--- src/rtl/scroll_up.sv ---
// rtl/scroll_up.sv - text-mode VRAM scroll engine: moves rows up by one and blanks the bottom row
//
// Purpose: on a scroll request, copies every VRAM cell at address a (a >= COLS) to a-COLS,
// then writes FILL into the last row and pulses o_done. While active it owns the VRAM port.
// Ports:
//   i_clk        system clock
//   i_rst        synchronous active-high reset
//   i_start      scroll request pulse from the putchar stage
//   i_vram_dout  VRAM read data (one cycle after a read)
//   o_running    engine owns the VRAM port
//   o_vram_ce    VRAM chip enable
//   o_vram_w     VRAM write enable (1 = write, 0 = read)
//   o_vram_addr  VRAM address
//   o_vram_din   VRAM write data
//   o_done       one-cycle completion pulse
module scroll_up #(
    parameter int          COLS   = 80,
    parameter int          ROWS   = 30,
    parameter int          ADDR_W = 12,
    parameter logic [7:0]  FILL   = 8'h20
) (
    input  logic              i_clk,
    input  logic              i_rst,
    input  logic              i_start,
    input  logic [7:0]        i_vram_dout,
    output logic              o_running,
    output logic              o_vram_ce,
    output logic              o_vram_w,
    output logic [ADDR_W-1:0] o_vram_addr,
    output logic [7:0]        o_vram_din,
    output logic              o_done
);

    localparam logic [ADDR_W-1:0] LAST      = ADDR_W'(COLS * ROWS - 1);
    localparam logic [ADDR_W-1:0] COLS_A    = ADDR_W'(COLS);
    localparam logic [ADDR_W-1:0] CLR_START = ADDR_W'((ROWS - 1) * COLS);
    localparam logic [ADDR_W-1:0] ONE       = ADDR_W'(1);

    typedef enum logic [2:0] {
        S_IDLE,
        S_READ,
        S_WRITE,
        S_CLEAR,
        S_DONE
    } state_t;

    state_t            state_q, state_d;
    logic [ADDR_W-1:0] src_q, src_d;
    logic [ADDR_W-1:0] dst_q, dst_d;
    logic              pend_q, pend_d;

    logic              running_q, running_d;
    logic              ce_q, ce_d;
    logic              w_q, w_d;
    logic [ADDR_W-1:0] addr_q, addr_d;
    logic              done_q, done_d;

    // Next-state and pointer logic.
    always_comb begin
        state_d = state_q;
        src_d   = src_q;
        dst_d   = dst_q;
        pend_d  = pend_q;
        case (state_q)
            S_IDLE: begin
                if (i_start) begin
                    state_d = S_READ;
                    src_d   = COLS_A;
                end
            end
            S_READ: begin
                state_d = S_WRITE;
                if (i_start) pend_d = 1'b1;
            end
            S_WRITE: begin
                if (i_start) pend_d = 1'b1;
                if (src_q == LAST) begin
                    state_d = S_CLEAR;
                    dst_d   = CLR_START;
                end else begin
                    state_d = S_READ;
                    src_d   = src_q + ONE;
                end
            end
            S_CLEAR: begin
                if (i_start) pend_d = 1'b1;
                if (dst_q == LAST) state_d = S_DONE;
                else               dst_d   = dst_q + ONE;
            end
            S_DONE: begin
                // A request arriving in the DONE cycle itself is folded into the pending
                // flag so it is not lost on the way back to IDLE.
                pend_d = 1'b0;
                if (pend_q || i_start) begin
                    state_d = S_READ;
                    src_d   = COLS_A;
                end else begin
                    state_d = S_IDLE;
                end
            end
            default: state_d = S_IDLE;
        endcase
    end

    // Outputs are registered, so they are derived from the state being entered.
    always_comb begin
        running_d = 1'b0;
        ce_d      = 1'b0;
        w_d       = 1'b0;
        addr_d    = '0;
        done_d    = 1'b0;
        case (state_d)
            S_READ: begin
                running_d = 1'b1;
                ce_d      = 1'b1;
                addr_d    = src_d;
            end
            S_WRITE: begin
                running_d = 1'b1;
                ce_d      = 1'b1;
                w_d       = 1'b1;
                addr_d    = src_d - COLS_A;
            end
            S_CLEAR: begin
                running_d = 1'b1;
                ce_d      = 1'b1;
                w_d       = 1'b1;
                addr_d    = dst_d;
            end
            S_DONE:  done_d = 1'b1;
            default: ;
        endcase
    end

    always_ff @(posedge i_clk) begin
        if (i_rst) begin
            state_q   <= S_IDLE;
            src_q     <= '0;
            dst_q     <= '0;
            pend_q    <= 1'b0;
            running_q <= 1'b0;
            ce_q      <= 1'b0;
            w_q       <= 1'b0;
            addr_q    <= '0;
            done_q    <= 1'b0;
        end else begin
            state_q   <= state_d;
            src_q     <= src_d;
            dst_q     <= dst_d;
            pend_q    <= pend_d;
            running_q <= running_d;
            ce_q      <= ce_d;
            w_q       <= w_d;
            addr_q    <= addr_d;
            done_q    <= done_d;
        end
    end

    // Write data passes the read data straight through so the copy needs no holding register.
    always_comb begin
        o_vram_din = 8'h00;
        case (state_q)
            S_WRITE: o_vram_din = i_vram_dout;
            S_CLEAR: o_vram_din = FILL;
            default: ;
        endcase
    end

    assign o_running   = running_q;
    assign o_vram_ce   = ce_q;
    assign o_vram_w    = w_q;
    assign o_vram_addr = addr_q;
    assign o_done      = done_q;

endmodule
--- config.mk ---
export PLATFORM = sky130hd
export DESIGN_NAME = scroll_up
export DESIGN_NICKNAME = d
export VERILOG_FILES = /design/src/rtl/scroll_up.sv
export SDC_FILE = /design/constraint.sdc
export NUM_CORES = 1
export LEC_CHECK = 0
export ABC_AREA = 1
export CORE_MARGIN = 4
export CORE_UTILIZATION = 59
export DETAILED_ROUTE_END_ITERATION = 8
export GPL_TIMING_DRIVEN = 0
export MAX_ROUTING_LAYER = met4
export PLACE_DENSITY = 0.84
export SLEW_MARGIN = 20
export SYNTH_ARGS = -nofsm -noshare
export SYNTH_HDL_FRONTEND = slang
export SYNTH_SLANG_ARGS = --single-unit
--- constraint.sdc ---
create_clock -name i_clk -period 3 [get_ports i_clk]
set_input_delay 0.6 -clock i_clk [delete_from_list [all_inputs] [get_ports i_clk]]
set_output_delay 0.6 -clock i_clk [all_outputs]
set_load 0.005 [all_outputs]
; After elaboration in Yosys (flattened, before gate mapping)
; Index checks and enable logic that the tools add are counted.
[word_totals]
regBits = 43
inputBits = 11
out_inout_bits = 24
word_cells = 48
[op_classes]
addsub = 3
n_eq_ne = 11
muxes = 19
reduce_logical = 7
[ops]
columns = op, count
row1 = $pmux 12 s3, 2
row2 = $mux 12, 5
row3 = $add 12x1->12 const B, 2
row4 = $eq 12x12->1 const B, 2
row5 = $pmux 12 s2, 1
row6 = $pmux 8 s2, 1
row7 = $pmux 3 s5, 1
row8 = $eq 3x2->1 const B, 4
row9 = $sub 12x7->12 const B, 1
row10 = $eq 3x1->1 const B, 2
row11 = $eq 3x3->1 const B, 2
row12 = $mux 3, 2
row13 = $reduce_or 3->1, 2
row14 = $mux 1, 5
row15 = $logic_not 3->1, 1
row16 = $mux 2, 1
row17 = $ne 2x1->1 const B, 1
row18 = $pmux 1 s2, 1
row19 = $reduce_and 2->1, 1
row20 = $reduce_bool 2->1, 1
row21 = $reduce_or 2->1, 1
row22 = $logic_or 1x1->1, 1

; Longest topological paths before layout
[depth]
ltp_word = 6
depth_mapped = 16
depth_no_buf = 16

; Worst setup path after synthesis
; OpenSTA, ideal clock, no wires.
[synth_path]
path_kind = register to register
startpoint = register src_q[0]
endpoint = register addr_q[8], in the netlist o_vram_addr[8]
setup_ns = 0.070
arrival_ns = 1.867
t_required_ns = 2.930
path_slack_ns = 1.062
stages_incl_launch_ff = 17
n_path_buf = 0
synth_period_minus_slack_ns = 1.938
path_cell_list = dfxtp_1 -> ha_1 -> nand3_2 -> nor2_4 -> nand3_4 -> nand3_1 -> nand2_1 -> nand2_2 -> ha_1 -> inv_1 -> nand2_2 -> nand2_1 -> inv_1 -> nand3_1 -> nand2_1 -> inv_1 -> a21oi_1
[synth_via]
elab_chain_len = 5
word_cells_on_any_way = 15
classes_between = add/sub: 2 / eq/ne: 4 / mux: 9
[synth_lines]
columns = item, line_no
row1 = from (decl), 48  ; logic [ADDR_W-1:0] src_q, src_d;
row2 = from (signal assigned), 148  ; src_q <= src_d;
row3 = $add 12x1->12 / $eq 12x12->1 (equally long branches), "82, 77"
row4 = $mux 12 / $mux 2 (equally long branches), 77  ; if (src_q == LAST) begin
row5 = $pmux 12 s3 / $pmux 3 s5 (equally long branches), 64  ; case (state_q)
row6 = $sub 12x7->12 (tied with other cells), 122  ; addr_d = src_d - COLS_A;
row7 = $pmux 12 s3 (*), 112  ; case (state_d)
row8 = to (signal assigned), 154  ; addr_q <= addr_d;
row9 = to (decl), 55  ; logic [ADDR_W-1:0] addr_q, addr_d;
; Mark *: on every way between the ends. The rest lies on a longest branch, timed or not.
; A chain may end at the register's enable or synchronous reset.

; Final worst setup path
[layout_path]
startpoint = register state_q[1]
endpoint = output port o_vram_din[7]
[layout_via]
elab_chain_len = 2
word_cells_on_any_way = 3
classes_between = eq/ne: 2 / mux: 1
[layout_lines]
columns = item, line_no
row1 = from (decl), 47  ; state_t state_q, state_d;
row2 = from (signal assigned), 147  ; state_q <= state_d;
row3 = $eq 3x2->1, 162  ; case (state_q)
row4 = $pmux 8 s2 (*), 162
row5 = to (decl), 30  ; output logic [7:0] o_vram_din,
; Marks and branches as above.

==> run metrics <==
Crit path largest cell delay 0.51 ns; Synth Area per Inst 6.49 sq um; post-CTS setup buffers 0; DR vias 2713; number of warning messages in the yosys log 0; kind of end point of the critical path primary output; number of input and output port buffers inserted 34; library cell used as clock root buffer clkbuf_8; setup repair after global routing missed its margin no; final wirelength 6.75 mm; fill cell count 339; depth of the worst register-to-register path 14; final weighted congestion in routability-driven placement 0.955; final setup TNS 0 ns; adder and majority cell fraction of the synthesized area 0.0146; leakage dissipation 1.32 nW; cells traversed along the worst timing path inv_2 -> nor2_4 -> nand2_4 -> buf_2 -> nor2_1 -> clkdlybuf4s50_1; combined area of all synthesized cells 0.00258 sq mm; part of the power in registers 0.515; antenna violations before repair 0; basic-gate share of the synthesized area counting and, or, nand and nor cells 0.397; footprint of the multi-input gates 0.00141 sq mm; largest fanout on the critical path 10; Resized cells post-CTS 0; clock tree from TritonCTS built; number of design-rule violations left by the first detailed-router iteration 369; H-tree Lvls 2; critical path required time 2.40 ns; Post-Synthesis Cells 397; DR pass1 iterations 5; number of cells traversed by the worst hold path 2; most instantiated cells after synthesis nand2_1 (89), inv_1 (62), nor2_1 (47), dfxtp_1 (43), nand3_1 (37); critical register-to-register path startpoint src_q[0]; capture instance of the worst register-to-register path o_vram_addr[8]; critical path startpoint category register; multiplexer share of the synthesized area 0; Starting Density 0.626; flip-flop and latch count after synthesis 43; peak supply drop 0.295 mV; via count of the first global-routing pass 2411; Layout Utilization 0.747; P&R area growth vs syn 19.3%; area of the core 0.00412 sq mm; outcome completed; maximum operating frequency 393 MHz; die span in x 74.1 um; kind of path behind the tightest hold check register to register; largest cells by area after synthesis dfxtp_1 (33%), nand2_1 (13%), inv_1 (9.0%), nand3_1 (7.2%), nor2_1 (6.8%); number of core rows 23; register area 861 sq um; total chip power 1.16 mW; number of standard cells in the final layout excluding fillers 489; largest net degree at the start of global routing 16; origin of the worst min-delay path pend_q; Netlist cell types 42; Final Max Slew Viols 0; type of the setup path with the least slack register to primary output; global-route wire length before repair 11.0 mm; Period Utilization, post-route 0.848; proportion of layout cells with a drive suffix above 1 0.105; routed vias/inst 5.55; placed instance count 481; share of synthesized registers carrying an async set or reset 0; worst hold-check slack 0.473 ns; slowest CP cell clkdlybuf4s50_1; cts bufs inserted 5; count of nets after finishing 452; total power per unit cell area 377 mW/mm^2; area leader, netlist dfxtp_1; Post-CTS Hold Buffers 0; internal power 826 uW; power share of the combinational group 0.154; slew of the pin with the lowest slew margin 0.684 ns; final hold violation count 0; final period demand of the worst path 2.54 ns; top-area cell type share of the netlist area 0.334; number of I/O pins 35; clock latency of the later-clocked register in the worst-skew pair 0.31 ns; Post-synth EDFFs 0; clock power share 0.331; XOR/XNOR share of the synthesized area 0.0136; # clock sinks 43; share of the synthesized area in compound gates (AO/OA/AOI/OAI) 0.121; switching power share of the total 0.288; sequential fraction of the synthesis area 0.334; wire length per cell 13.8 um; Synthesized Nets 411; count of endpoints failing setup in the final report 0; antenna-violating nets left 0; dominant cell by count in the synthesized netlist nand2_1; Antenna Diode Count 0; clock edge transition at the registers on the reported setup and hold paths 0.09 ns; switching power total 334 uW; HPWL Detailed 5.13 mm; total routing usage reported by global routing 0.268; clk buf depth 2; Layout Skew 0.00716 ns; combinational family with the most area after synthesis simple AND/OR/NAND/NOR gates; number of DRC violations after detailed routing 0; Data arrival, critical path 1.94 ns; count of max-cap constraint violations 0; destination of the worst hold path pend_q; predominant post-synthesis flop cell dfxtp_1; slack of the worst reg-to-reg path 0.67 ns; normalized max-slew margin 0.542; Total Die Area 0.00549 sq mm; height of the die 74.1 um; Congestion Overflow GR 0
==> logic make-up (layout without fill, tap and decap cells) <==
kind of cell,Yosys count,in the layout
xor+xnor,4,4
compound gates,53,53
flops,43,43
buf+inv,78,120
simple gates,216,216
fa+ha+maj,3,3
==> stage by stage <==
stage	worst slack, ns	cell area [sq um]
after global placement	0.421	2980
final	0.456	3070
after global routing	0.342	3070
after detailed placement	0.391	2980
after floorplan	1.06	2580
after CTS	0.438	3070
==> metal layers <==
layer  up-vias  global-route usage  share of wire
li1       1347                   -              -
met1      1228               0.351           0.45
met2       127               0.422           0.47
met3        11              0.0392          0.070
met4         0              0.0966          0.015
met5         -                   -              0
==> final cells by class <==
type	instances	share of cell area
inverter	71	0.0875
clock inverter	3	0.00814
multi-input combinational	276	0.458
timing repair buffer	34	0.111
tap	50	0.0204
buffer	7	0.0126
sequential	43	0.280
clock buffer	5	0.0224
==> state kept, by name, summed over array words and instances (netlist names) <==
signal / cells
src_q: 12
o_vram_w: 1
pend_q: 1
dst_q: 12
o_vram_ce: 1
o_done: 1
state_q: 3
o_vram_addr: 12
==> worst max-delay path: cells and delay by family, from the launching register on <==
family                 cells  cell delay (ns)
buffers and inverters      3             0.80
AND/OR/NAND/NOR            3             0.45
flip-flops                 1             0.39
==> cell usage in the layout (no fill, tap or decap), types with 2 or more instances in the layout <==
cell type / count
a21oi_1: 19
clkdlybuf4s50_1: 34
nand2_1: 89
inv_1: 62
nand3_2: 4
o221ai_1: 2
inv_2: 7
nor4_1: 3
nor2_2: 4
nor2_4: 2
clkbuf_1: 3
nand2_2: 7
clkinv_4: 2
nand4_1: 8
xor2_1: 3
o21ai_1: 6
nor2_1: 47
clkbuf_8: 5
nand2_4: 4
ha_1: 3
nor3_1: 4
dfxtp_1: 43
or2_1: 2
nand3_1: 37
nor3_2: 2
o21ai_0: 17
==> power groups by stage <==
stage	Combinational (mW)	Sequential, mW	Clock (mW)
6_report	0.178	0.598	0.384
5_1_grt	0.193	0.600	0.409
4_1_cts	0.176	0.598	0.391
3_5_place_dp	0.175	0.611	0
3_3_place_gp	0.171	0.610	0
2_1_floorplan	0.104	0.610	0
==> how the worst max path moves through the flow <==
stage,slack (ns),depth (start not counted),startpoint,end
5_1_grt,0.34,6,state_q[1],o_vram_din[6]
4_1_cts,0.44,6,state_q[1],o_vram_din[4]
3_3_place_gp,0.42,13,i_start,o_vram_addr[8]
3_5_place_dp,0.39,13,i_start,o_vram_addr[8]
2_1_floorplan,1.06,16,src_q[0],o_vram_addr[8]
6_report,0.46,6,state_q[1],o_vram_din[7]
Power figures use the tool's default switching activity.
